File: config.mk
export PLATFORM = sky130hd
export DESIGN_NAME = time_set_controller_flat
export DESIGN_NICKNAME = d
export VERILOG_FILES = /design/src/rtl/time_set_controller_if.sv /design/src/rtl/time_set_controller.sv /design/src/flat_wrapper.sv
export SDC_FILE = /design/constraint.sdc
export NUM_CORES = 1
export LEC_CHECK = 0
export ABC_AREA = 1
export BUFFER_PORTS_ARGS = -buffer_cell sky130_fd_sc_hd__buf_2
export CORE_MARGIN = 4
export CORE_UTILIZATION = 50
export CTS_CLUSTER_DIAMETER = 60
export DETAILED_ROUTE_END_ITERATION = 8
export GPL_TIMING_DRIVEN = 0
export PLACE_DENSITY = 0.72
export REMOVE_ABC_BUFFERS = 1
export SYNTH_ARGS = -nofsm -noshare
export SYNTH_HDL_FRONTEND = slang
export SYNTH_SLANG_ARGS = --single-unit
File: constraint.sdc
create_clock -name clk -period 3.84 [get_ports clk]
set_input_delay 0 -clock clk [delete_from_list [all_inputs] [get_ports clk]]
set_output_delay 0 -clock clk [all_outputs]
set_load 0.05 [all_outputs]
File: src/rtl/time_set_controller_if.sv
// Bundle of the time_set_controller's data and button signals.
// The master side (bench or surrounding clock logic) drives the live time and
// the button pulses. The slave side (the controller) drives the display feed
// and the load request toward the timekeeping counter.
interface time_set_controller_if;

  logic [23:0] time_bcd;
  logic        btn_mode;
  logic        btn_inc;
  logic [23:0] display_data;
  logic [5:0]  display_digit_enable_mask;
  logic [23:0] set_time_bcd;
  logic        set_time_load;
  logic        set_mode;

  modport master (
    output time_bcd,
    output btn_mode,
    output btn_inc,
    input  display_data,
    input  display_digit_enable_mask,
    input  set_time_bcd,
    input  set_time_load,
    input  set_mode
  );

  modport slave (
    input  time_bcd,
    input  btn_mode,
    input  btn_inc,
    output display_data,
    output display_digit_enable_mask,
    output set_time_bcd,
    output set_time_load,
    output set_mode
  );

endinterface

File: src/rtl/time_set_controller.sv
// time_set_controller: front end for led_display_driver in the 7-segment clock.
// RUN shows the live HH:MM:SS time. The SET_* states edit a captured copy one
// field at a time, blinking the selected field. Leaving SET_SECONDS issues a
// one-cycle load of the edited time toward the timekeeping counter.
//
// Optional build macro: SET_TIMEOUT_EN
//   When defined, set mode is abandoned (no load) after TIMEOUT_S seconds
//   without any button press. When undefined, set mode persists until the
//   user steps through to RUN with btn_mode.
//
// Every output is a register loaded from the next-state values, so a button
// pulse shows up on the outputs in the cycle right after the pulse.
module time_set_controller #(
  parameter int CLK_RATE_HZ = 50000000,
  parameter int BLINK_HZ    = 2,
  parameter int TIMEOUT_S   = 30
) (
  input  logic                  clk,
  input  logic                  reset,
  time_set_controller_if.slave  bus
);

  // Blink half-period in clock cycles and the counter sized to hold it.
  localparam int HALF    = CLK_RATE_HZ / (2 * BLINK_HZ);
  localparam int BLINK_W = (HALF > 1) ? $clog2(HALF) : 1;
  localparam logic [BLINK_W-1:0] BLINK_LAST = BLINK_W'(HALF - 1);

  // Controller states.
  localparam logic [1:0] ST_RUN         = 2'd0;
  localparam logic [1:0] ST_SET_HOURS   = 2'd1;
  localparam logic [1:0] ST_SET_MINUTES = 2'd2;
  localparam logic [1:0] ST_SET_SECONDS = 2'd3;

  logic [1:0]         r_state;
  logic [23:0]        r_edit;
  logic [BLINK_W-1:0] r_blinkCnt;
  logic               r_blinkOn;
  logic [23:0]        r_displayData;
  logic [5:0]         r_mask;
  logic [23:0]        r_setTime;
  logic               r_load;
  logic               r_setMode;

  logic [1:0]         w_nextState;
  logic [23:0]        w_nextEdit;
  logic               w_loadNow;
  logic [BLINK_W-1:0] w_nextBlinkCnt;
  logic               w_nextBlinkOn;
  logic [5:0]         w_nextMask;
  logic [23:0]        w_nextDisplay;
  logic               w_timeoutExpire;

  // Hours step 00..23 and wrap; anything that is not valid BCD in that range
  // (low digit above 9, or 24 and up) restarts at 00.
  function automatic logic [7:0] incHours(input logic [7:0] h);
    logic [7:0] result;
    if ((h[3:0] > 4'd9) || (h >= 8'h23)) begin
      result = 8'h00;
    end else if (h[3:0] == 4'd9) begin
      result = {h[7:4] + 4'd1, 4'd0};
    end else begin
      result = {h[7:4], h[3:0] + 4'd1};
    end
    return result;
  endfunction

  // Minutes step 00..59 and wrap; any invalid BCD value restarts at 00.
  function automatic logic [7:0] incMinutes(input logic [7:0] m);
    logic [7:0] result;
    if ((m[3:0] > 4'd9) || (m >= 8'h59)) begin
      result = 8'h00;
    end else if (m[3:0] == 4'd9) begin
      result = {m[7:4] + 4'd1, 4'd0};
    end else begin
      result = {m[7:4], m[3:0] + 4'd1};
    end
    return result;
  endfunction

`ifdef SET_TIMEOUT_EN
  // Inactivity limit in cycles; computed in 64 bits so large clock rates fit.
  localparam longint TIMEOUT_CYCLES = longint'(TIMEOUT_S) * longint'(CLK_RATE_HZ);
  localparam int     TO_W = (TIMEOUT_CYCLES > 1) ? $clog2(TIMEOUT_CYCLES) : 1;
  localparam logic [TO_W-1:0] TO_LAST = TO_W'(TIMEOUT_CYCLES - 1);

  logic [TO_W-1:0] r_idleCnt;

  assign w_timeoutExpire = (r_state != ST_RUN) && !bus.btn_mode && !bus.btn_inc
                           && (r_idleCnt == TO_LAST);

  // Count idle cycles in set mode; any button press or a return to RUN starts over.
  always_ff @(posedge clk or posedge reset) begin
    if (reset) begin
      r_idleCnt <= '0;
    end else if ((w_nextState == ST_RUN) || bus.btn_mode || bus.btn_inc) begin
      r_idleCnt <= '0;
    end else begin
      r_idleCnt <= r_idleCnt + 1'b1;
    end
  end
`else
  assign w_timeoutExpire = 1'b0;

  // Without the timeout, TIMEOUT_S has no effect beyond a sanity guard.
  if (TIMEOUT_S < 0) begin : g_negativeTimeout
  end
`endif

  // Next state and next edit register; btn_mode always wins over btn_inc.
  always_comb begin
    w_nextState = r_state;
    w_nextEdit  = r_edit;
    w_loadNow   = 1'b0;
    case (r_state)
      ST_RUN: begin
        if (bus.btn_mode) begin
          w_nextState = ST_SET_HOURS;
          w_nextEdit  = bus.time_bcd;
        end
      end
      ST_SET_HOURS: begin
        if (bus.btn_mode) begin
          w_nextState = ST_SET_MINUTES;
        end else if (bus.btn_inc) begin
          w_nextEdit[23:16] = incHours(r_edit[23:16]);
        end else if (w_timeoutExpire) begin
          w_nextState = ST_RUN;
        end
      end
      ST_SET_MINUTES: begin
        if (bus.btn_mode) begin
          w_nextState = ST_SET_SECONDS;
        end else if (bus.btn_inc) begin
          w_nextEdit[15:8] = incMinutes(r_edit[15:8]);
        end else if (w_timeoutExpire) begin
          w_nextState = ST_RUN;
        end
      end
      ST_SET_SECONDS: begin
        if (bus.btn_mode) begin
          w_nextState = ST_RUN;
          w_loadNow   = 1'b1;
        end else if (bus.btn_inc) begin
          w_nextEdit[7:0] = 8'h00;
        end else if (w_timeoutExpire) begin
          w_nextState = ST_RUN;
        end
      end
      default: begin
        w_nextState = ST_RUN;
      end
    endcase
  end

  // Blink timing: restart in the visible phase on entry to a field and on each increment.
  always_comb begin
    w_nextBlinkCnt = r_blinkCnt;
    w_nextBlinkOn  = r_blinkOn;
    if (w_nextState == ST_RUN) begin
      w_nextBlinkCnt = '0;
      w_nextBlinkOn  = 1'b1;
    end else if ((w_nextState != r_state) || bus.btn_inc) begin
      w_nextBlinkCnt = '0;
      w_nextBlinkOn  = 1'b1;
    end else if (r_blinkCnt == BLINK_LAST) begin
      w_nextBlinkCnt = '0;
      w_nextBlinkOn  = ~r_blinkOn;
    end else begin
      w_nextBlinkCnt = r_blinkCnt + 1'b1;
    end
  end

  // Digit mask and display word as they should look after this edge.
  always_comb begin
    w_nextMask    = 6'b111111;
    w_nextDisplay = w_nextEdit;
    if (w_nextState == ST_RUN) begin
      w_nextDisplay = bus.time_bcd;
    end else if (!w_nextBlinkOn) begin
      case (w_nextState)
        ST_SET_HOURS:   w_nextMask = 6'b001111;
        ST_SET_MINUTES: w_nextMask = 6'b110011;
        ST_SET_SECONDS: w_nextMask = 6'b111100;
        default:        w_nextMask = 6'b111111;
      endcase
    end
  end

  // Control state, edit copy and blink timing registers.
  always_ff @(posedge clk or posedge reset) begin
    if (reset) begin
      r_state    <= ST_RUN;
      r_edit     <= 24'h000000;
      r_blinkCnt <= '0;
      r_blinkOn  <= 1'b1;
    end else begin
      r_state    <= w_nextState;
      r_edit     <= w_nextEdit;
      r_blinkCnt <= w_nextBlinkCnt;
      r_blinkOn  <= w_nextBlinkOn;
    end
  end

  // Output registers; the load pulse lines up with the first RUN display word.
  always_ff @(posedge clk or posedge reset) begin
    if (reset) begin
      r_displayData <= 24'h000000;
      r_mask        <= 6'b111111;
      r_setTime     <= 24'h000000;
      r_load        <= 1'b0;
      r_setMode     <= 1'b0;
    end else begin
      r_displayData <= w_nextDisplay;
      r_mask        <= w_nextMask;
      r_load        <= w_loadNow;
      r_setMode     <= (w_nextState != ST_RUN);
      if (w_loadNow) begin
        r_setTime <= r_edit;
      end
    end
  end

  assign bus.display_data              = r_displayData;
  assign bus.display_digit_enable_mask = r_mask;
  assign bus.set_time_bcd              = r_setTime;
  assign bus.set_time_load             = r_load;
  assign bus.set_mode                  = r_setMode;

endmodule

File: src/flat_wrapper.sv
// flat-port wrapper written by rule: the top's interface ports become plain ports
module time_set_controller_flat 
#(
  parameter int CLK_RATE_HZ = 50000000,
  parameter int BLINK_HZ    = 2,
  parameter int TIMEOUT_S   = 30
)
  (clk, reset, bus_time_bcd, bus_btn_mode, bus_btn_inc, bus_display_data, bus_display_digit_enable_mask, bus_set_time_bcd, bus_set_time_load, bus_set_mode);
  time_set_controller_if bus_i ();
  input  logic clk;
  input  logic reset;
  input wire logic [$bits(bus_i.time_bcd)-1:0] bus_time_bcd;
  input wire logic [$bits(bus_i.btn_mode)-1:0] bus_btn_mode;
  input wire logic [$bits(bus_i.btn_inc)-1:0] bus_btn_inc;
  output wire logic [$bits(bus_i.display_data)-1:0] bus_display_data;
  output wire logic [$bits(bus_i.display_digit_enable_mask)-1:0] bus_display_digit_enable_mask;
  output wire logic [$bits(bus_i.set_time_bcd)-1:0] bus_set_time_bcd;
  output wire logic [$bits(bus_i.set_time_load)-1:0] bus_set_time_load;
  output wire logic [$bits(bus_i.set_mode)-1:0] bus_set_mode;
  assign bus_i.time_bcd = bus_time_bcd;
  assign bus_i.btn_mode = bus_btn_mode;
  assign bus_i.btn_inc = bus_btn_inc;
  assign bus_display_data = bus_i.display_data;
  assign bus_display_digit_enable_mask = bus_i.display_digit_enable_mask;
  assign bus_set_time_bcd = bus_i.set_time_bcd;
  assign bus_set_time_load = bus_i.set_time_load;
  assign bus_set_mode = bus_i.set_mode;
  time_set_controller #(.CLK_RATE_HZ(CLK_RATE_HZ), .BLINK_HZ(BLINK_HZ), .TIMEOUT_S(TIMEOUT_S)) u_core (.clk(clk), .reset(reset), .bus(bus_i));
endmodule
==> results, run 1 <==
- The critical path is of the reg2reg type.
- The wire length after detailed routing is approximately 12000 µm.
- The critical register-to-register path startpoint is u_core.r_state[0].
- After floorplanning, the core was divided into 36 placement rows.
- The path class of the tightest hold or removal check is in2reg.
- In this run the tightest slew margin relative to its limit is 0.464.
- The total of endpoints with negative setup slack in the final report is 0.
- The DRC violation total after the first TritonRoute iteration is 265.
- The routed design could run at a clock period as short as around 2700 ps.
- At the pin with the least slew margin, the transition time is 802 ps.
- The count of filler cells inserted in the layout is 875.
- Tracing the worst setup path back leads to its startpoint at u_core.r_state[0].
- In the finished design, the share of the clock period the worst path needs comes to 0.716.
- The sum of negative setup slack is 0 ps.
- Summing internal, switching and leakage power gives 5.09 mW.
- The cell at the root of the clock tree is sky130_fd_sc_hd__clkbuf_8.
- The cell area after technology mapping is 5170 µm².
- Of the total power, the share spent switching nets is 0.524.
- The area growth from synthesis to layout is 17.9%.
- The die outline height is 110 µm.
- Once placement finished, the instance area stood at 5640 µm².
- In the layout the commonest cells are 194 x sky130_fd_sc_hd__nand2_1, 100 x sky130_fd_sc_hd__dfrtp_1, 83 x sky130_fd_sc_hd__buf_2.
- The tool flagged a number of max-cap violations equal to 0.
- The number of placed I/O pins is 84.
- The number of input and output port buffers inserted is 83.
- Before CTS, the worst setup slack after placement is 1110 ps.
- The number of distinct library cells after synthesis is 34.
- Across all setup checks in the final design, the least slack found is 1090 ps.
- At the later pin of the worst-skew pair, clock insertion delay measures 370 ps.
- The startpoint class of the critical path is a flop.
- The placer congestion estimate is 0.888.
- The initial antenna violation count is 0.
- Derived from the worst setup path, the maximum achievable clock frequency is 0.364 GHz.
- At the worst endpoint, the required time is 4140 ps.
- The post-detailed-route via-to-cell ratio is approximately 5.1.
- Entering global routing, the biggest net connects 59 pins.
- The detailed router placed 4515 vias in this run.
- The number of buffers on the longest clock path is 2.
- In this run the most critical hold path is launched from bus_btn_inc.
- In this run the power spent charging and discharging nets is 2.67 mW.
- The clock arrives with around 11 ps of skew.
- The via count of the first global-routing pass came to 4502.
- The sum of overflow across all layers after global routing is 0.
- TritonCTS built the clock tree.
- The number of endpoints with negative hold slack in the final report is 0.
- Leaving out fill and tap cells, the most frequent cell in the layout is sky130_fd_sc_hd__nand2_1.
- Setup repair after global routing left no endpoint under its margin.
- The endpoint class of the critical path is a flop.
- The post-cts hold buffer count is 25.
- The final design instance area without fill is 6090 µm².
- The share of total power dissipated in combinational logic is 0.535.
- The average instance area after synthesis is 8.02 µm².
- The share of the Yosys chip area taken by registers is 0.505.
- The die area is 12000 µm².
- The synthesis warning total is 0.
- The first global-routing pass estimated approximately 20000 µm of wire.
- The clock buffer count from CTS is 9.
- Clock-pin slew was measured on the worst setup and hold paths at 100 ps.
- The power per cell area is 835 nW/µm².
- The region available for standard cell placement spans 9910 µm².
- The number of iterations in the first detailed-routing pass is 4.
- After synthesis the netlist holds a flip-flop and latch count of ~100.
- The flow ran to the end, and the final reports show no timing, DRC or antenna violations.
- For the worst setup path, the data arrival time is roughly 3100 ps.
- The count of nets after finishing is approximately 800.
- The share of power burned in registers is 0.331.
- The instance count of the mapped netlist is 644.
- The HPWL after detailed placement is approximately 8400 µm.
- IR analysis of the VDD net gives a maximum drop of 570 µV.
- Post-CTS timing repair inserted 0 buffers for setup.
- The worst-path maximum fanout is 38.
- The clock net in this run drives a total of 104 sinks.
- The total DRC errors in the routed layout is 0.
- For this configuration, the core starts out at a cell density of 0.521.
- The fraction of final layout cells with drive strength greater than 1 is 0.167.
- In this run the static leakage power is 3.04 nW.
- The H-tree was split into 3 levels.
- The width of the die is between 100 and 150 µm.
- The number of routed nets with antenna violations is 0.
- The number of pins exceeding their max-slew limit in the final report is 0.
- Of the total power, the clock network draws 0.134.
- For this run, the total global-route usage over all layers was measured as 0.211.
- In the final routed layout, each cell accounts on average for 13.4 µm.
- 0 antenna diodes ended up in the layout.
- The total of cells resized after clock tree synthesis is 0.
- The internal power contribution is roughly 2.4 mW.
[power groups by stage]
stage | logic (mW) | registers (mW) | clock network (mW)
2_1_floorplan | 1.24 | 2.48 | 0
3_3_place_gp | 2.66 | 1.69 | 0
3_5_place_dp | 2.71 | 1.70 | 0
4_1_cts | 2.74 | 1.68 | 0.710
5_1_grt | 3.00 | 1.73 | 0.747
6_report | 2.72 | 1.68 | 0.682
[cells by family after synthesis]
kind of cell	share of synthesized area
buffers and inverters	0.0814
AOI/OAI and AO/OA	0.0942
and+or+nand+nor	0.271
adders and majority gates	0.0218
xor gates and xnor gates	0.0271
DFF	0.505
[registers in the layout (all words and copies together) (netlist names)]
signal                                flops
u_core.bus.set_time_bcd                  24
u_core.r_state                            2
u_core.bus.display_digit_enable_mask      3
u_core.bus.set_mode                       1
u_core.r_edit                            24
u_core.r_blinkCnt                        24
u_core.r_blinkOn                          1
u_core.bus.display_data                  24
u_core.bus.set_time_load                  1
[through the flow]
stage                util  hold WS, ps  cells
global route        0.615         71.1    882
global placement    0.566          223    840
detailed placement  0.569          124    841
finish              0.615         93.8    882
floorplan               -          117    624
CTS                 0.615         60.1    882
[worst max-delay path: stages (launching register included)]
cell                      delay (ps)
sky130_fd_sc_hd__dfrtp_1         450
sky130_fd_sc_hd__inv_1           160
sky130_fd_sc_hd__ha_1            400
sky130_fd_sc_hd__nor2_4          100
sky130_fd_sc_hd__nand2_1         100
sky130_fd_sc_hd__nand2_1          80
sky130_fd_sc_hd__nand2_2          80
sky130_fd_sc_hd__inv_2            50
sky130_fd_sc_hd__nand2_2         580
sky130_fd_sc_hd__nand2_1         130
sky130_fd_sc_hd__inv_2           120
sky130_fd_sc_hd__nand2_2         230
sky130_fd_sc_hd__nor2_1          170
[synthesized netlist by cell type]
| cell type | count | share of area |
|---|---|---|
| sky130_fd_sc_hd__o21ai_2 | 2 | 0.0034 |
| sky130_fd_sc_hd__a21o_1 | 1 | 0.0015 |
| sky130_fd_sc_hd__inv_1 | 67 | 0.049 |
| sky130_fd_sc_hd__nor2_1 | 74 | 0.054 |
| sky130_fd_sc_hd__buf_4 | 7 | 0.010 |
| sky130_fd_sc_hd__o21ai_1 | 14 | 0.014 |
| sky130_fd_sc_hd__nand3_1 | 33 | 0.032 |
| sky130_fd_sc_hd__xor2_1 | 10 | 0.017 |
| sky130_fd_sc_hd__nor2_2 | 5 | 0.0061 |
| sky130_fd_sc_hd__nand2_2 | 3 | 0.0036 |
| sky130_fd_sc_hd__ha_1 | 9 | 0.022 |
| sky130_fd_sc_hd__dfrtp_1 | 100 | 0.48 |
| sky130_fd_sc_hd__inv_4 | 1 | 0.0012 |
| sky130_fd_sc_hd__o21bai_1 | 2 | 0.0029 |
| sky130_fd_sc_hd__o221ai_1 | 3 | 0.0051 |
| sky130_fd_sc_hd__nor2_4 | 2 | 0.0044 |
| sky130_fd_sc_hd__o32ai_1 | 4 | 0.0068 |
| sky130_fd_sc_hd__nor4_1 | 1 | 0.0012 |
| sky130_fd_sc_hd__buf_6 | 4 | 0.0087 |
| sky130_fd_sc_hd__buf_2 | 4 | 0.0039 |
| sky130_fd_sc_hd__and3_1 | 1 | 0.0012 |
| sky130_fd_sc_hd__o211ai_1 | 4 | 0.0058 |
| sky130_fd_sc_hd__nand3b_1 | 2 | 0.0029 |
| sky130_fd_sc_hd__a22oi_1 | 10 | 0.015 |
| sky130_fd_sc_hd__o21ai_0 | 33 | 0.032 |
| sky130_fd_sc_hd__nand4_1 | 9 | 0.011 |
| sky130_fd_sc_hd__dfstp_2 | 4 | 0.020 |
| sky130_fd_sc_hd__nor3b_1 | 1 | 0.0015 |
| sky130_fd_sc_hd__nor3_1 | 12 | 0.012 |
| sky130_fd_sc_hd__xnor2_1 | 6 | 0.010 |
| sky130_fd_sc_hd__nand2_1 | 195 | 0.14 |
| sky130_fd_sc_hd__inv_2 | 7 | 0.0051 |
| sky130_fd_sc_hd__clkbuf_1 | 5 | 0.0036 |
| sky130_fd_sc_hd__a21oi_1 | 9 | 0.0087 |
[metal layers]
metal  part of all wire  global-route usage  vias up
met4             0.0083              0.0552        0
met5                  0                   0        -
li1                   -                   -     2245
met1               0.44               0.269     2141
met2               0.50               0.367      122
met3              0.052              0.0429        7
[layout make-up]
cell class / instances / area, µm² / area share
Clock buffer: 10 / 128 / 0.0209
Sequential cell: 104 / 2610 / 0.428
Clock inverter: 6 / 70.1 / 0.0115
Inverter: 75 / 287 / 0.0470
Tap cell: 133 / 166 / 0.0273
Multi-Input combinational cell: 445 / 2140 / 0.351
Timing Repair Buffer: 109 / 693 / 0.114
[worst paths after layout]
check | endpoint | slack, ps | cells after the start
max | u_core.r_blinkCnt[15] | 1090 | 12
min | u_core.r_edit[12] | 90 | 5
max reg2reg | u_core.r_blinkCnt[15] | 1090 | 12
min reg2reg | u_core.bus.set_time_bcd[0] | 480 | 2
max in group asynchronous | u_core.r_blinkOn | 2860 | 4
min in group asynchronous | u_core.bus.display_data[1] | 260 | 3
Note: power is estimated with default switching activity, not from simulation.
==> run 2: changes to the inputs <==
ABC_AREA = 0   (was 1)
clock period = 2.85 ns   (was 3.84 ns; I/O delays follow)
==> results, run 2 <==
- The sequential area share after synthesis was 0.516 (was 0.505).
- The sequential cell area was 2610 µm² (unchanged).
- The most common cell after layout, fill and taps aside is sky130_fd_sc_hd__dfrtp_1 (was sky130_fd_sc_hd__nand2_1).
- The pre-CTS worst setup slack is -960 ps (was 1110 ps).
- The number of pins exceeding their max-slew limit in the final report is 0 (unchanged).
- The cell depth of the worst min-delay path is 3 (was 5).
- The worst-path maximum fanout was 28 (was 38).
- The static power due to leakage was 2.75 nW (was 3.04 nW).
- The clock buffer count from CTS was 9 (unchanged).
- Top post-synthesis cells by count: 100 x sky130_fd_sc_hd__dfrtp_1, 40 x sky130_fd_sc_hd__nor2_1, 26 x sky130_fd_sc_hd__mux2_1 (was 195 x sky130_fd_sc_hd__nand2_1, 100 x sky130_fd_sc_hd__dfrtp_1, 74 x sky130_fd_sc_hd__nor2_1).
- The number of vias after detailed routing is 3789 (was 4515).
- The overall routing resource usage came to 0.194 (was 0.211).
- The library cell with the highest instance count after synthesis is sky130_fd_sc_hd__dfrtp_1 (was sky130_fd_sc_hd__nand2_1).
- The number of routed nets with antenna violations is 0 (unchanged).
- The max-capacitance violation count is 0 (unchanged).
- The instance count of the mapped netlist is 455 (was 644).
- Commonest cells after routing, fill and taps aside: 100 x sky130_fd_sc_hd__dfrtp_1, 83 x sky130_fd_sc_hd__buf_2, 40 x sky130_fd_sc_hd__nor2_1 (was 194 x sky130_fd_sc_hd__nand2_1, 100 x sky130_fd_sc_hd__dfrtp_1, 83 x sky130_fd_sc_hd__buf_2).
- The width of the die came to 109 µm (was 110 µm).
- The worst reg-to-reg path cell count is 7 (was 12).
- The TritonCTS clock tree is yes (unchanged).
- The maximum level of the CTS H-tree was 3 (unchanged).
- The startpoint class of the critical path is a flop (unchanged).
- The hold-critical path endpoint is u_core.r_edit[8] (was u_core.r_edit[12]).
- The endpoint class of the critical path was a flop (unchanged).
- The worst setup skew after layout was 13.5 ps (was 11.0 ps).
- The slew at the pin closest to its max-slew limit came to 1270 ps (was 802 ps).
- The effective utilization at floorplan is 0.514 (was 0.521).
- The wire length after detailed routing is 11100 µm (was 11900 µm).
- Cell breakdown of the critical path: inv_1, ha_4, nor3_1, o32ai_2, o32a_1, nand3_1, nor2_1 (was inv_1, ha_1, nor2_4, nand2_1, nand2_1, nand2_2, inv_2, nand2_2, nand2_1, inv_2, nand2_2, nor2_1).
- The DRC violation total after the first TritonRoute iteration came to 212 (was 265).
- The synthesis warning total is 0 (unchanged).
- The number of distinct library cells after synthesis is 61 (was 34).
- The slack of the critical path is 207 ps (was 1090 ps).
- The post-detailed-route via-to-cell ratio is 5.53 (was 5.12).
- The top-area cell type share of the netlist area is 0.495 (was 0.484).
- The number of sinks handled by clock tree synthesis is 104 (unchanged).
- The clock slew at the register clock pins of the worst setup and hold paths was 100 ps (about the same).
- The path category of the worst min-delay check is in2reg (unchanged).
- The die outline height is 109 µm (was 110 µm).
- The total DRC errors in the routed layout is 0 (unchanged).
- Result of the run: finished clean (unchanged).
- The final worst-path cycle share is 0.927 (was 0.716).
- The post-detailed-route wirelength per cell came to 16.2 µm (was 13.4 µm).
- The number of standard-cell rows in the floorplan was 36 (unchanged).
- The initial antenna violation count is 0 (unchanged).
- The die area is 11800 µm² (was 12000 µm²).
- The cell at the slowest stage of the critical path is sky130_fd_sc_hd__dfrtp_1 (was sky130_fd_sc_hd__nand2_2).
- The required time of the critical path was 3160 ps (was 4140 ps).
- The leading register cell type out of synthesis is sky130_fd_sc_hd__dfrtp_1 (unchanged).
- The cell at the root of the clock tree is sky130_fd_sc_hd__clkbuf_8 (unchanged).
- The total of endpoints with negative setup slack in the final report is 0 (unchanged).
- The number of enable-type register cells in the synthesized netlist is 0 (unchanged).
- The number of iterations in the first detailed-routing pass came to 4 (unchanged).
- The library cell occupying the most area in the post-synthesis netlist is sky130_fd_sc_hd__dfrtp_1 (unchanged).
- The final critical path time including I/O delays and setup is 2640 ps (was 2750 ps).
- The count of nets after finishing was 584 (was 781).
- The launch instance of the worst min-delay path is bus_btn_inc (unchanged).
- The share of the core filled with cells came to 0.606 (was 0.615).
- The number of placed I/O pins was 84 (unchanged).
- The number of buffers on the longest clock path is 2 (unchanged).
- The average instance area after synthesis is 11.1 µm² (was 8.02 µm²).
- The maximum number of pins on one net before global-route repair was 59 (unchanged).
- The HPWL after detailed placement is 7260 µm (was 8390 µm).
- The total area of multi-input combinational cells was 2250 µm² (was 2140 µm²).
- The register-to-register setup slack came to 210 ps (was 1090 ps).
- The number of antenna repair diodes is 0 (unchanged).
- The worst-case vdd ir drop is 613 µV (was 570 µV).
- The via count of the first global-routing pass came to 3779 (was 4502).
- The critical register-to-register path startpoint is u_core.r_state[0] (unchanged).
- The area of the placeable core came to 9820 µm² (was 9910 µm²).
- The arrival time at the worst endpoint is 2950 ps (was 3050 ps).
- The synthesis-to-layout area growth was 17.8% (was 17.9%).
- Cell types with the largest area share after synthesis: sky130_fd_sc_hd__dfrtp_1 50%, sky130_fd_sc_hd__mux2_1 5.8%, sky130_fd_sc_hd__mux2_2 4.0%, sky130_fd_sc_hd__nor2_1 3.0%, sky130_fd_sc_hd__xor2_1 2.6% (was sky130_fd_sc_hd__dfrtp_1 48%, sky130_fd_sc_hd__nand2_1 14%, sky130_fd_sc_hd__nor2_1 5.4%, sky130_fd_sc_hd__inv_1 4.9%, sky130_fd_sc_hd__nand3_1 3.2%).
- The maximum clock frequency is 0.378 GHz (was 0.364 GHz).
- The destination of the worst register-to-register timing path is u_core.r_blinkCnt[19] (was u_core.r_blinkCnt[15]).
- The number of endpoints with negative hold slack in the final report is 0 (unchanged).
- The relative max-transition margin was 0.150 (was 0.464).
- The share of synthesized flip-flops with an asynchronous set or reset is 1.00 (unchanged).
- The type of the worst setup path is reg2reg (unchanged).
- The fraction of final layout cells with drive strength greater than 1 is 0.245 (was 0.167).
- The sum of overflow across all layers after global routing came to 0 (unchanged).
- The placer congestion estimate is 0.843 (was 0.888).
- The count of filler cells inserted in the layout is 820 (was 875).
- The global-route wire length before repair is 18100 µm (was 20300 µm).
- The number of storage elements in the synthesis netlist is 104 (unchanged).
- The insertion delay to the later sink of the worst-skew pair is 390 ps (was 370 ps).
- The power per cell area is 1100 nW/µm² (was 835 nW/µm²).
- RSZ-0062 raised after global routing: false (unchanged).
- The number of input and output port buffers inserted is 83 (unchanged).
- The worst stage delay on the critical path is 470 ps (was 580 ps).
- The cell area after technology mapping came to 5050 µm² (was 5170 µm²).
## run 2: cell types whose count changed after synthesis, moves of 18 or more
cell,change
sky130_fd_sc_hd__mux2_1,+26
sky130_fd_sc_hd__nor2_1,-34
sky130_fd_sc_hd__nand2_1,-178
sky130_fd_sc_hd__inv_1,-56
sky130_fd_sc_hd__o21ai_0,-21
sky130_fd_sc_hd__mux2_2,+18
## run 2: per-layer routing
| metal | wire [µm] | global-route usage | vias to the layer above |
|---|---|---|---|
| met5 | 0 | 0 | - |
| met1 | 5060 | 0.260 | 1875 |
| met4 | 188 | 0.0757 | 0 |
| li1 | - | - | 1808 |
| met2 | 5310 | 0.310 | 89 |
| met3 | 514 | 0.0400 | 17 |
## run 2: report_power, final
group / total (mW) / leakage [nW] / switching, mW / internal (mW)
logic: 3.36 / 1.31 / 2.27 / 1.09
clock network: 0.870 / 0.0925 / 0.537 / 0.333
registers: 2.29 / 1.35 / 0.353 / 1.94
total: 6.52 / 2.75 / 3.17 / 3.36
## run 2: worst max-delay path by stage
stage / depth (start not counted) / from / endpoint
floorplan: 7 / u_core.r_state[0] / u_core.bus.display_data[0]
global placement: 2 / reset / u_core.r_edit[19]
detailed placement: 7 / u_core.r_state[0] / u_core.r_blinkCnt[22]
CTS: 7 / u_core.r_state[0] / u_core.r_blinkCnt[22]
global route: 7 / u_core.r_state[0] / u_core.r_blinkCnt[10]
finish: 7 / u_core.r_state[0] / u_core.r_blinkCnt[19]
## run 2: worst max-delay path, delay by kind of cell (launching register included)
kind	cells	cell delay, ps
AND/OR/NAND/NOR	3	790
AO/OA/AOI/OAI	2	720
flip-flops	1	470
adder cells (fa/ha/maj)	1	370
buffers and inverters	1	200
## run 2: logic make-up after synthesis
group / Yosys count / share of synthesized area
AOI/OAI and AO/OA: 85 / 0.118
xor gates and xnor gates: 29 / 0.0503
adders and majority gates: 9 / 0.0223
buffers and inverters: 42 / 0.0421
DFF: 104 / 0.516
muxes: 48 / 0.107
and+or+nand+nor: 138 / 0.144
## run 2: metrics by stage
step | instance area [µm²] | hold slack [ps] | TNS, ps | total power [mW] | instances
3_5_place_dp | 5500 | 113 | -30080 | 5.57 | 643
6_report | 5950 | 114 | 0 | 6.52 | 685
3_3_place_gp | 5470 | 233 | -122230 | 5.51 | 642
2_1_floorplan | 4890 | 132 | 0 | 4.78 | 426
4_1_cts | 5930 | 93.5 | 0 | 6.49 | 684
5_1_grt | 5950 | 113 | 0 | 6.93 | 685
## run 2: cell type report
type                            instances  area share
Tap cell                              133      0.0280
Clock inverter                          6     0.00820
Multi-Input combinational cell        310       0.379
Inverter                               13     0.00862
Sequential cell                       104       0.438
Clock buffer                           10      0.0215
Timing Repair Buffer                  109       0.117
## run 2: timing repair
item                                    CTS  global route
cloned                                    0             1
resized for setup                         3             2
pin swaps                                 0             1
endpoints found under the hold margin    83             0
endpoints found under the setup margin   49            46
hold buffers                             25             0
buffers inserted                          0             0
